### config.mk
export PLATFORM = sky130hd
export DESIGN_NAME = mem_wb_stage
export DESIGN_NICKNAME = d
export VERILOG_FILES = /design/src/rtl/mem_wb_stage.sv
export SDC_FILE = /design/constraint.sdc
export NUM_CORES = 1
export LEC_CHECK = 0
export CAP_MARGIN = 20
export CORE_MARGIN = 2
export CORE_UTILIZATION = 49
export DETAILED_ROUTE_END_ITERATION = 16
export HOLD_SLACK_MARGIN = 0.15
export PLACE_DENSITY = 0.92
export SLEW_MARGIN = 20
export SYNTH_ARGS = -nofsm -noshare
export SYNTH_HDL_FRONTEND = slang
export SYNTH_SLANG_ARGS = --single-unit
### constraint.sdc
create_clock -name clk -period 3.65 [get_ports clk]
set_input_delay 1.095 -clock clk [delete_from_list [all_inputs] [get_ports clk]]
set_output_delay 1.095 -clock clk [all_outputs]
set_load 0.005 [all_outputs]
### src/rtl/mem_wb_stage.sv
// Memory-access and write-back stage: variable-latency data-memory handshake,
// upstream stall generation and the MEM/WB pipeline register.
module mem_wb_stage #(
    parameter int DATA_W   = 32,
    parameter int REG_W    = 5,
    parameter int MAX_WAIT = 15
) (
    input  logic              clk,
    input  logic              rst,
    input  logic [DATA_W-1:0] alu_result,
    input  logic [DATA_W-1:0] mem_write_data,
    input  logic [REG_W-1:0]  reg_write_dst,
    input  logic              ex_reg_write,
    input  logic              ex_mem_write,
    input  logic              ex_mem_read,
    input  logic              ex_memto_reg,
    output logic              stall,
    output logic              mem_req,
    output logic              mem_we,
    output logic [DATA_W-1:0] mem_addr,
    output logic [DATA_W-1:0] mem_wdata,
    input  logic              mem_ack,
    input  logic [DATA_W-1:0] mem_rdata,
    output logic              wb_reg_write,
    output logic [REG_W-1:0]  wb_rd,
    output logic [DATA_W-1:0] wb_data,
    output logic              mem_timeout
);

    localparam int CW = (MAX_WAIT > 1) ? $clog2(MAX_WAIT) : 1;
    localparam logic [CW-1:0] LIMIT = CW'(MAX_WAIT - 1);

    typedef enum logic {IDLE, BUSY} state_t;

    state_t            state;
    state_t            state_nx;
    logic [CW-1:0]     cnt;
    logic              access;
    logic              limit;
    logic [REG_W-1:0]  p_rd;
    logic              p_rw;
    logic              p_m2r;
    logic              wb_m2r;
    logic [DATA_W-1:0] wb_alu;
    logic [DATA_W-1:0] wb_mem;

    assign access = ex_mem_read | ex_mem_write;
    assign limit  = (cnt == LIMIT);

    always_ff @(posedge clk) begin
        if (rst) state <= IDLE;
        else     state <= state_nx;
    end

    always_comb begin
        state_nx = state;
        stall    = 1'b0;
        case (state)
            IDLE: begin
                if (access) begin
                    state_nx = BUSY;
                    stall    = 1'b1;
                end
            end
            BUSY: begin
                if (mem_ack || limit) state_nx = IDLE;
                else                  stall    = 1'b1;
            end
            default: state_nx = IDLE;
        endcase
    end

    // mem_addr doubles as the latched ALU result for the write-back mux
    always_ff @(posedge clk) begin
        if (rst) begin
            mem_req      <= 1'b0;
            mem_we       <= 1'b0;
            mem_addr     <= '0;
            mem_wdata    <= '0;
            cnt          <= '0;
            mem_timeout  <= 1'b0;
            p_rd         <= '0;
            p_rw         <= 1'b0;
            p_m2r        <= 1'b0;
            wb_reg_write <= 1'b0;
            wb_rd        <= '0;
            wb_m2r       <= 1'b0;
            wb_alu       <= '0;
            wb_mem       <= '0;
        end else begin
            case (state)
                IDLE: begin
                    if (access) begin
                        mem_req      <= 1'b1;
                        mem_we       <= ex_mem_write;
                        mem_addr     <= alu_result;
                        mem_wdata    <= mem_write_data;
                        p_rd         <= reg_write_dst;
                        p_rw         <= ex_reg_write;
                        p_m2r        <= ex_memto_reg;
                        cnt          <= '0;
                        wb_reg_write <= 1'b0;
                    end else begin
                        wb_reg_write <= ex_reg_write && (reg_write_dst != '0);
                        wb_rd        <= reg_write_dst;
                        wb_alu       <= alu_result;
                        wb_m2r       <= 1'b0;
                    end
                end
                BUSY: begin
                    if (mem_ack) begin
                        mem_req      <= 1'b0;
                        wb_reg_write <= p_rw && (p_rd != '0);
                        wb_rd        <= p_rd;
                        wb_m2r       <= p_m2r;
                        wb_alu       <= mem_addr;
                        wb_mem       <= mem_rdata;
                    end else if (limit) begin
                        mem_timeout  <= 1'b1;
                        mem_req      <= 1'b0;
                        wb_reg_write <= 1'b0;
                    end else begin
                        cnt          <= cnt + CW'(1);
                        wb_reg_write <= 1'b0;
                    end
                end
                default: mem_req <= 1'b0;
            endcase
        end
    end

    assign wb_data = wb_m2r ? wb_mem : wb_alu;

endmodule
* Yosys cells after proc, flatten, opt, wreduce, memory -nomap -nowiden
Cells that the tools add are included.
** Operators by class
- Add/subtract/negate cells :: 1
- Equal/unequal tests :: 7
- Mux-type cells :: 24
- Bitwise gates (word level) :: 3
- Reductions and logical operators :: 11
** Operators by type and width (number)
- two-way mux 32 bit :: 3
- case mux 32 bit (2 select lines) :: 1
- two-way mux 4 bit :: 3
- two-way mux 5 bit :: 2
- inequality test 2 bit, second input constant :: 5
- case mux 5 bit (2 select lines) :: 1
- nonzero test 5 bit :: 2
- two-way mux 1 bit :: 9
- case mux 1 bit (2 select lines) :: 4
- case mux 4 bit (2 select lines) :: 1
- AND reduction 2 bit :: 4
- AND reduction 3 bit :: 2
- adder 4 x 1 -> 4 bit, second input constant :: 1
- equality test 4 bit, second input constant :: 1
- inequality test 3 x 2 -> 1 bit, second input constant :: 1
- logical AND 1 bit :: 2
- inverter 1 bit :: 2
- logical OR 1 bit :: 1
- OR 1 bit :: 1
** Storage, ports and cells
- Register bits :: 150
- Input port bits :: 108
- Output and inout port bits :: 106
- Logic and storage cells :: 61

* Logic depth before layout (Yosys ltp)
Gate-level depths: netlist of run 1.
- Depth after elaboration :: 4
- Gate-level depth with buffers :: 7
- Gate-level depth less buffers :: 5

* Least setup slack after synthesis of run 1
OpenSTA, ideal clock, no wires.
- Path kind :: input to output
- Start :: in ex_mem_write
- End :: out stall
- Arrival time :: 1.639 ns
- Data required time :: 2.555 ns
- Setup slack :: 0.916 ns
- Cell stages on the path :: 3
- Buffers on the path :: 1
- Cell sequence :: o21bai_1 -> buf_2 -> o21ai_0
** On the way
- Cells in the longest elaborated chain, start to end :: 3
** RTL lines
- start: declaration :: RTL line 14 : input logic ex_mem_write,
- OR 1 bit :: RTL line 47 : assign access = ex_mem_read | ex_mem_write;
- two-way mux 1 bit :: RTL line 60 : if (access) begin
- case mux 1 bit (2 select lines) :: RTL line 58 : case (state)
- end: declaration :: RTL line 17 : output logic stall,
No other way between the ends.

* Worst setup path in the final report of run 1
- Start :: in mem_ack
- End :: out stall
** On the way
- Cells in the longest elaborated chain, start to end :: 3
** RTL lines
- start: declaration :: RTL line 22 : input logic mem_ack,
- logical OR 1 bit :: RTL line 66 : if (mem_ack || limit) state_nx = IDLE;
- two-way mux 1 bit :: RTL line 66
- case mux 1 bit (2 select lines) :: RTL line 58
No other way between the ends.

==> results of run 1 <==
[path summary, 6_finish.rpt]
kind / endpoint / slack, ps / cells after the start
worst min register to register: wb_mem[21]$_SDFFE_PP0P_ / 450 / 2
worst max-delay path: stall / 80 / 4
worst max register to register: cnt[3]$_SDFFE_PP0P_ / 1610 / 5
worst min-delay path: wb_mem[21]$_SDFFE_PP0P_ / 450 / 2
[metrics by stage]
step	hold slack [ps]	std cells	worst slack, ps	util
after floorplan	432.1	708	916.2	-
after CTS	454.6	1083	94.37	0.7250
after global placement	438.2	1051	103.3	0.6749
after global routing	467.7	1083	35.10	0.7250
after detailed placement	446.8	1051	108.7	0.6749
final	452.0	1083	79.76	0.7250
[cell usage in the layout, fill, tap and decap left out, types with 2 or more instances in the layout]
master / netlist / final
nand2_1: 208 / 208
inv_1: 4 / 4
nand3_1: 2 / 2
a211oi_1: 7 / 7
a21oi_1: 108 / 108
mux2i_1: 38 / 38
clkdlybuf4s50_1: 0 / 212
or4_1: 4 / 4
dfxtp_1: 150 / 148
o211ai_1: 4 / 4
mux2_2: 32 / 32
clkinvlp_4: 0 / 2
a211oi_2: 30 / 30
a31oi_1: 3 / 3
or3_1: 2 / 2
bufinv_16: 0 / 4
nor2_1: 2 / 2
nor3_1: 37 / 37
clkbuf_8: 0 / 3
dfxtp_2: 0 / 2
clkbuf_16: 0 / 17
ha_1: 2 / 2
clkinv_2: 0 / 2
clkbuf_1: 39 / 4
buf_4: 1 / 20
o21ai_0: 2 / 2
[per-layer routing]
layer	vias up	wire (um)	GRT usage	part of all wire
met5	-	0	0	0
met4	0	329	0.09725	0.018
met3	28	1227	0.08614	0.068
met2	199	9104	0.4547	0.51
met1	2748	7293	0.3164	0.41
li1	2805	-	-	-
[power by group through the flow]
stage               clock, mW  sequential [mW]  combinational [mW]
floorplan                   0             1.85               0.387
global placement            0             1.85               0.774
detailed placement          0             1.86               0.790
CTS                      1.88             1.83               0.799
global route             1.96             1.84               0.862
finish                   1.86             1.83               0.797
[flip-flops by register name, indices dropped and copies added (netlist names)]
register	cells
state	1
wb_alu	32
wb_mem	32
mem_we	1
wb_m2r	1
wb_reg_write	1
mem_req	1
mem_timeout	1
mem_addr	32
cnt	4
wb_rd	5
p_rd	5
mem_wdata	32
p_m2r	1
p_rw	1
[area by class of cell]
| class | count | area (um2) | area share |
|---|---|---|---|
| Sequential cell | 150 | 3005 | 0.3312 |
| Inverter | 4 | 15.01 | 0.001654 |
| Clock buffer | 24 | 481.7 | 0.05308 |
| Multi-Input combinational cell | 492 | 2920 | 0.3218 |
| Tap cell | 172 | 215.2 | 0.02371 |
| Timing Repair Buffer | 233 | 2292 | 0.2526 |
| Clock inverter | 8 | 145.1 | 0.01599 |
[worst min-delay path: stages (launching register included)]
cell,delay (ps)
dfxtp_1,300
nand2_1,50
a21oi_1,50
[logic make-up (layout without fill, tap and decap cells)]
family                   after synthesis  after routing  share of synthesized area
multiplexers                          70             70                     0.1191
AND/OR/NAND/NOR                      262            262                     0.1728
buffers and inverters                 66            269                    0.05050
adder cells (fa/ha/maj)                2              2                   0.004024
flip-flops                           150            150                     0.4829
AO/OA/AOI/OAI                        158            158                     0.1706
==> impl_metrics.tcl, run 1 <==
set metrics [dict create \
    drc 0 \
    cts_root_buf "clkbuf_16" \
    cts_resized 0 \
    grt_max_degree 76 \
    place_area_mm2 0.008448 \
    p_sw_mw 1.094 \
    r2r-start "state$_SDFF_PP0_" \
    tritoncts "built" \
    layout-drive-gt1-share 0.1295 \
    fin_tns_setup_ps 0 \
    slew_headroom 0.4353 \
    dp_hpwl_um 11740 \
    grt_util_all_layers 0.2669 \
    synthTopCellsByCount "208 x nand2_1, 150 x dfxtp_1, 108 x a21oi_1" \
    period_needed_ps 3570 \
    grt_first_pass_wirelength_um 28080 \
    worstHoldStart "wb_mem[21]$_SDFFE_PP0P_" \
    arrival_ps 2480 \
    fmax_mhz 280.1 \
    status "completed" \
    vias_per_cell 5.337 \
    pwr-share-comb 0.178 \
    numPortBuffers 213 \
    synth_edf_count 0 \
    place_congestion 0.7838 \
    startpoint "mem_ack" \
    seq_power_share 0.408 \
    skew_ps 9.765 \
    worst_slew_pin_slew_ps 847.0 \
    insertedDiodeCount 0 \
    vias 5780 \
    critPathMaxFanout 2 \
    cap_violations 0 \
    worstSetupStartpointType "primary input" \
    intPower_mw 3.388 \
    antenna_found_initial 0 \
    nets 1008 \
    final-max-slew-violation-count 0 \
    placement_rows 41 \
    hold_buffers 0 \
    switching_share 0.2441 \
    critPathCaptureType "output port" \
    path_clk_slew_ps 60 \
    synth.top_cells.by_area "dfxtp_1 48%, nand2_1 13%, a21oi_1 8.7%, mux2i_1 6.1%, a211oi_2 6.0%" \
    min_path_type "flop to flop" \
    worstSkewPairLatency_ps 420 \
    ys_ff_latch 150 \
    routed_wl_um 17950 \
    finalCritPeriodShare 0.9781 \
    die_area_mm2 0.01361 \
    syn_inst 708 \
    crit_type "primary input to output port" \
    path_buf_inv 2 \
    cts_max_level 4 \
    syn_area_per_cell_um2 8.783 \
    final-hold-violation-count 0 \
    dieWidth_um 116.7 \
    synth_ff_type "dfxtp_1" \
    clock-sinks 150 \
    p_clk_frac 0.414 \
    critPathSlowestCell "clkdlybuf4s50_1" \
    synth.most_common_cell "nand2_1" \
    total_power_mw 4.483 \
    p_per_area_mw_per_mm2 493.9 \
    gr-total-overflow 0 \
    synth_top_area_share 0.4829 \
    core-area_mm2 0.01252 \
    drtIter0Drc 432 \
    start_util 0.4968 \
    n_fill_cell 947 \
    dr.pass1.iters 5 \
    syn_to_final_growth_pct 45.94 \
    critPathRequiredTime_ps 2550 \
    critPathMaxStageDelay_ps 540 \
    cp_cell_sequence "clkdlybuf4s50_1 -> nand2b_1 -> o21ai_0 -> clkdlybuf4s50_1" \
    seq_area_frac_synth 0.4829 \
    post_cts_buffers 0 \
    routedWlPerCell_um 16.58 \
    yosysTopAreaCell "dfxtp_1" \
    fin_area_mm2 0.009075 \
    io_pins 214 \
    rsz0062_at_grt "false" \
    cts-buffers-inserted 17 \
    netlist_area_mm2 0.006218 \
    setup_viol 0 \
    syn_nets 818 \
    cpLargestDelayFamily "buffers and inverters" \
    synthDistinctLibCells 33 \
    yosysWarnings 0 \
    async_flop_share 0 \
    fp.dieH_um 116.7 \
    ant_nets 0 \
    peakVddDrop_mv 0.3752 \
    cts_max_path_buffers 2 \
    grt_pass1_vias 5734 \
    cpMostUsedCell "clkdlybuf4s50_1" \
    leakage_nw 3.353 \
]
Note: power is estimated with default switching activity, not from simulation.
==> inputs of run 2 (changes only) <==
Settings changed: CORE_ASPECT_RATIO set to 2, CORE_UTILIZATION 49 to 35, PLACE_DENSITY 0.92 to 0.7.
==> run 2 against run 1 <==
Clock power fell by 7%. Via count is 1.9% lower. Clock skew is 2.3 ps higher. Maximum frequency rose by 0.50%. Largest power group is now registers.
==> impl_metrics.tcl, run 2 (synthesized netlist as in run 1, its figures left out) <==
set metrics [dict create \
    place_congestion 0.7716 \
    final-max-slew-violation-count 0 \
    grt_max_degree 76 \
    insertedDiodeCount 0 \
    skew_ps 12.03 \
    fp.dieH_um 192.5 \
    critPathMaxStageDelay_ps 560 \
    arrival_ps 2460 \
    rsz0062_at_grt "false" \
    finalCritPeriodShare 0.9733 \
    leakage_nw 3.336 \
    cp_cell_sequence "clkdlybuf4s50_1 -> nand2b_1 -> o21ai_0 -> clkdlybuf4s50_1" \
    crit_type "primary input to output port" \
    tritoncts "built" \
    drc 0 \
    path_clk_slew_ps 60 \
    critPathRequiredTime_ps 2550 \
    reg2regPathDepth 5 \
    dp_hpwl_um 12150 \
    pwr-share-comb 0.182 \
    slew_headroom 0.4341 \
    hold_buffers 0 \
    worstSkewPairLatency_ps 420 \
    die_area_mm2 0.01891 \
    layout-drive-gt1-share 0.1330 \
    cts-buffers-inserted 17 \
    grt_first_pass_wirelength_um 28980 \
    post_cts_buffers 0 \
    critPathSlowestCell "clkdlybuf4s50_1" \
    fmax_mhz 281.5 \
    clock-sinks 150 \
    period_needed_ps 3553 \
    p_per_area_mw_per_mm2 478.0 \
    intPower_mw 3.169 \
    grt_util_all_layers 0.1912 \
    cpMostUsedCell "clkdlybuf4s50_1" \
    antenna_found_initial 0 \
    fin_tns_setup_ps 0 \
    final_common_cell "clkdlybuf4s50_1" \
    hold_path_end "mem_wdata[21]$_SDFFE_PP0P_" \
    fin_util 0.5166 \
    setup_viol 0 \
    start_util 0.3531 \
    layout_common_cells "212 x clkdlybuf4s50_1, 208 x nand2_1, 148 x dfxtp_1" \
    p_clk_frac 0.398 \
    min_path_cells 2 \
    syn_to_final_growth_pct 46.32 \
    drtIter0Drc 208 \
    switching_share 0.2714 \
    p_sw_mw 1.180 \
    placement_rows 69 \
    n_fill_cell 1695 \
    worstHoldStart "mem_wdata[21]$_SDFFE_PP0P_" \
    cts_max_level 4 \
    min_path_type "flop to flop" \
    cts_resized 0 \
    peakVddDrop_mv 0.3185 \
    numPortBuffers 213 \
    routed_wl_um 18130 \
    gr-total-overflow 0 \
    io_pins 214 \
    cts_max_path_buffers 2 \
    worst_slew_pin_slew_ps 848.9 \
    core-area_mm2 0.01761 \
    vias_per_cell 5.052 \
    status "completed" \
    grt_pass1_vias 5686 \
    cts_root_buf "clkbuf_16" \
    dieWidth_um 98.25 \
    reg2reg_slack_ps 1270 \
    r2r-end "wb_alu[2]$_SDFFE_PP0P_" \
    dr.pass1.iters 4 \
    nets 1007 \
    vias 5673 \
    cap_violations 0 \
    critPathCaptureType "output port" \
    r2r-start "state$_SDFF_PP0_" \
    ant_nets 0 \
    seq_power_share 0.420 \
    final-hold-violation-count 0 \
    worstSetupStartpointType "primary input" \
    critPathMaxFanout 2 \
    routedWlPerCell_um 16.14 \
]
-- run 2: cell types whose count changed in the layout (fill, tap and decap cells not counted), sizes merged --
cell    previous run  this run
inv                4        10
clkbuf            24        18
buf               21        20
clkinv             2         5
bufinv             4         1
-- run 2: area by class of cell --
cell class	instances	area, um2	area share
Sequential cell	150	3005	0.3303
Multi-Input combinational cell	492	2920	0.3210
Timing Repair Buffer	232	2310	0.2539
Clock buffer	18	439.2	0.04827
Tap cell	213	266.5	0.02929
Clock inverter	14	142.6	0.01568
Inverter	4	15.01	0.001650
-- run 2: worst max-delay path by stage --
stage                       startpoint  cells past startpoint  slack (ps)  endpoint
final                          mem_ack                      4         100     stall
after global routing           mem_ack                      4          30     stall
after CTS                      mem_ack                      4          90     stall
after detailed placement       mem_ack                      4         110     stall
after global placement         mem_ack                      4         130     stall
after floorplan           ex_mem_write                      3         920     stall
-- run 2: worst max-delay path, delay by kind of cell --
family                 cells  cell delay (ps)
AND/OR/NAND/NOR            1              160
AO/OA/AOI/OAI              1              230
buffers and inverters      2              980
-- run 2: stage by stage --
step | hold slack (ps) | instance area [um2] | setup WS, ps | std cells | total power [mW]
2_1_floorplan | 432.1 | 6218 | 916.2 | 708 | 2.238
3_3_place_gp | 438.2 | 8517 | 132.5 | 1091 | 2.642
3_5_place_dp | 446.5 | 8517 | 111.6 | 1091 | 2.660
4_1_cts | 456.0 | 9099 | 93.36 | 1123 | 4.411
5_1_grt | 469.9 | 9099 | 33.81 | 1123 | 4.548
6_report | 454.4 | 9099 | 97.49 | 1123 | 4.349
-- run 2: layer usage --
| layer | GRT usage | vias up | part of all wire |
|---|---|---|---|
| li1 | - | 2801 | - |
| met5 | 0 | - | 0 |
| met4 | 0.05690 | 0 | 0.014 |
| met1 | 0.2337 | 2630 | 0.43 |
| met3 | 0.07606 | 19 | 0.092 |
| met2 | 0.3111 | 223 | 0.46 |
-- run 2: power by group through the flow --
stage | clock network [mW] | logic, mW | registers (mW)
floorplan | 0 | 0.387 | 1.85
global placement | 0 | 0.789 | 1.85
detailed placement | 0 | 0.799 | 1.86
CTS | 1.78 | 0.804 | 1.83
global route | 1.84 | 0.866 | 1.84
finish | 1.73 | 0.792 | 1.82
==> RTL edit, RTL diff (config.mk and constraints of run 2) <==
Make the reset (`rst`) asynchronous in 2 clocked blocks.
--- a/src/rtl/mem_wb_stage.sv
+++ b/src/rtl/mem_wb_stage.sv
@@ -49,3 +49,3 @@
 
-    always_ff @(posedge clk) begin
+    always_ff @(posedge clk or posedge rst) begin
         if (rst) state <= IDLE;
@@ -73,3 +73,3 @@
     // mem_addr doubles as the latched ALU result for the write-back mux
-    always_ff @(posedge clk) begin
+    always_ff @(posedge clk or posedge rst) begin
         if (rst) begin
Function: differs if rst is asserted again (counterexample within 4 cycles, from zero or initial values and one cycle with rst high); with rst held inactive, the same outputs for 4 cycles.
==> RTL edit against run 2 <==
Critical path depth unchanged. Routed wire length down 0.81%. Setup slack better by 0.088 ns. Synthesized cell count down 25%. Area after synthesis up 5.9%. Sequential cell count unchanged. Highest routed layer unchanged. Cell area up 4.9%.
Power is not compared: it rests on default switching activity, and its combinational part moved more than twofold at a synthesized area within 25%.
==> RTL edit: results (changes against run 2) <==
* Avg WL per Cell at 18.5 µm (+14%)
* Total Nets Final at 852 (-15%)
* Top cells by count, synth: dfrtp_1, mux2_2, nand2_1, mux2i_1, nor3_1
* Critical path's largest stage delay at 0.60 ns (+0.04 ns)
* Routed vias/inst at 4.99 (-1.2%)
* Crit share post-route at 94.9% (-2.4 points)
* Seq/Total Area, Yosys at 57.0% (+8.7 points)
* Largest net degree at the start of global routing at 80 (+5.3%)
* Vias in the first global route at 5383 (-5.3%)
* RD Place Congestion at 0.811 (+5.1%)
* Worst Path Arrival at 2.37 ns (-0.09 ns)
* Worst Tran Pin Value at 1.03 ns (+0.176 ns)
* Iter 0 DRT Violations at 134 (-36%)
* Comb pwr share at 40.4%
* Top FF cell, synth: dfrtp_1
* Final HPWL DP at 12500 µm (+3.1%)
* Yosys cell types at 27 (-18%)
* Crit-path max FO at 3 (+1)
* CTS H-tree depth at 4 (unchanged)
* Total Routing Usage GR at 18.3% (-0.83 points)
* HP Class: register to register
* Max clock buf depth at 2 (unchanged)
* Antenna diodes at 0 (unchanged)
* Clock Tree Root: clkbuf_16
* Top cells by area, synth: dfrtp_1, mux2_2, mux2i_1, nand2_1, a21oi_2
* Dpl ws at 0.188 ns (+0.0766 ns)
* First-pass GRT wire length at 27800 µm (-4.2%)
* Post-CTS setup buffer count at 0 (unchanged)
* Num CTS Buffers at 17 (unchanged)
* Fraction of registers with async set/reset at 100% (+100 points)
* VDD IR max at about 0.45 mV
* Status: complete, no violations
* Ys Warns at 0 (unchanged)
* Clk_skew at 0.0121 ns (+0.0000795 ns)
* Synthesized net count at 644 (-21%)
* Final Total Pwr at 7.44 mW
* Layout cells sized above 1 at 24.1% (+11 points)
RTL edit: cell count changes after synthesis, sizes merged, moves of 4 or more:
cell    before  now
a211oi      37    0
a21oi      108   37
buf         23   19
clkbuf      39   17
dfrtp        0  150
dfxtp      150    0
mux2        32  105
nand2      208  105
RTL edit: kinds of logic (layout without fill, tap and decap cells):
group | Yosys count | after routing | synth area share, %
AND/OR/NAND/NOR | 152 | 152 | 9.76
flip-flops | 150 | 150 | 57.0
multiplexers | 145 | 145 | 24.0
AO/OA/AOI/OAI | 46 | 46 | 5.74
buffers and inverters | 39 | 260 | 3.10
adder cells (fa/ha/maj) | 2 | 2 | 0.380
RTL edit: metrics by stage:
step	utilization (%)	cell area, µm²	cells	hold slack [ns]
final	51.1	9540	974	0.473
after global routing	51.1	9540	974	0.493
after CTS	51.1	9540	974	0.475
after detailed placement	48.0	8950	942	0.458
after global placement	48.0	8950	942	0.452
after floorplan	-	6590	534	0.440
RTL edit: cell type report:
class                   instances  area (µm²)
clock buffers                  24         492
repair buffers                225        2270
multi-input cells             345        2640
flip-flops and latches        150        3750
inverters                       3        15.0
well taps                     219         274
clock inverters                 8        97.6
fillers                      1642        9110
RTL edit: per-layer routing:
metal,vias to the layer above,GRT usage [%],share of wire [%],wire length (µm)
met4,0,10.6,4.5,818
met5,-,0,0,0
met3,44,3.49,4.7,848
met1,2401,18.1,34,6070
met2,161,34.4,57,10300
li1,2254,-,-,-
RTL edit: worst paths after layout:
check	slack, ns	end	depth (start not counted)	start
max in group asynchronous	1.81	wb_rd[0]	3	rst
max	0.19	stall	4	ex_mem_write
min in group asynchronous	1.06	wb_alu[14]	2	rst
max reg2reg	1.66	wb_alu[23]	5	state
min	0.47	wb_mem[24]	2	wb_mem[24]
min reg2reg	0.47	wb_mem[24]	2	wb_mem[24]
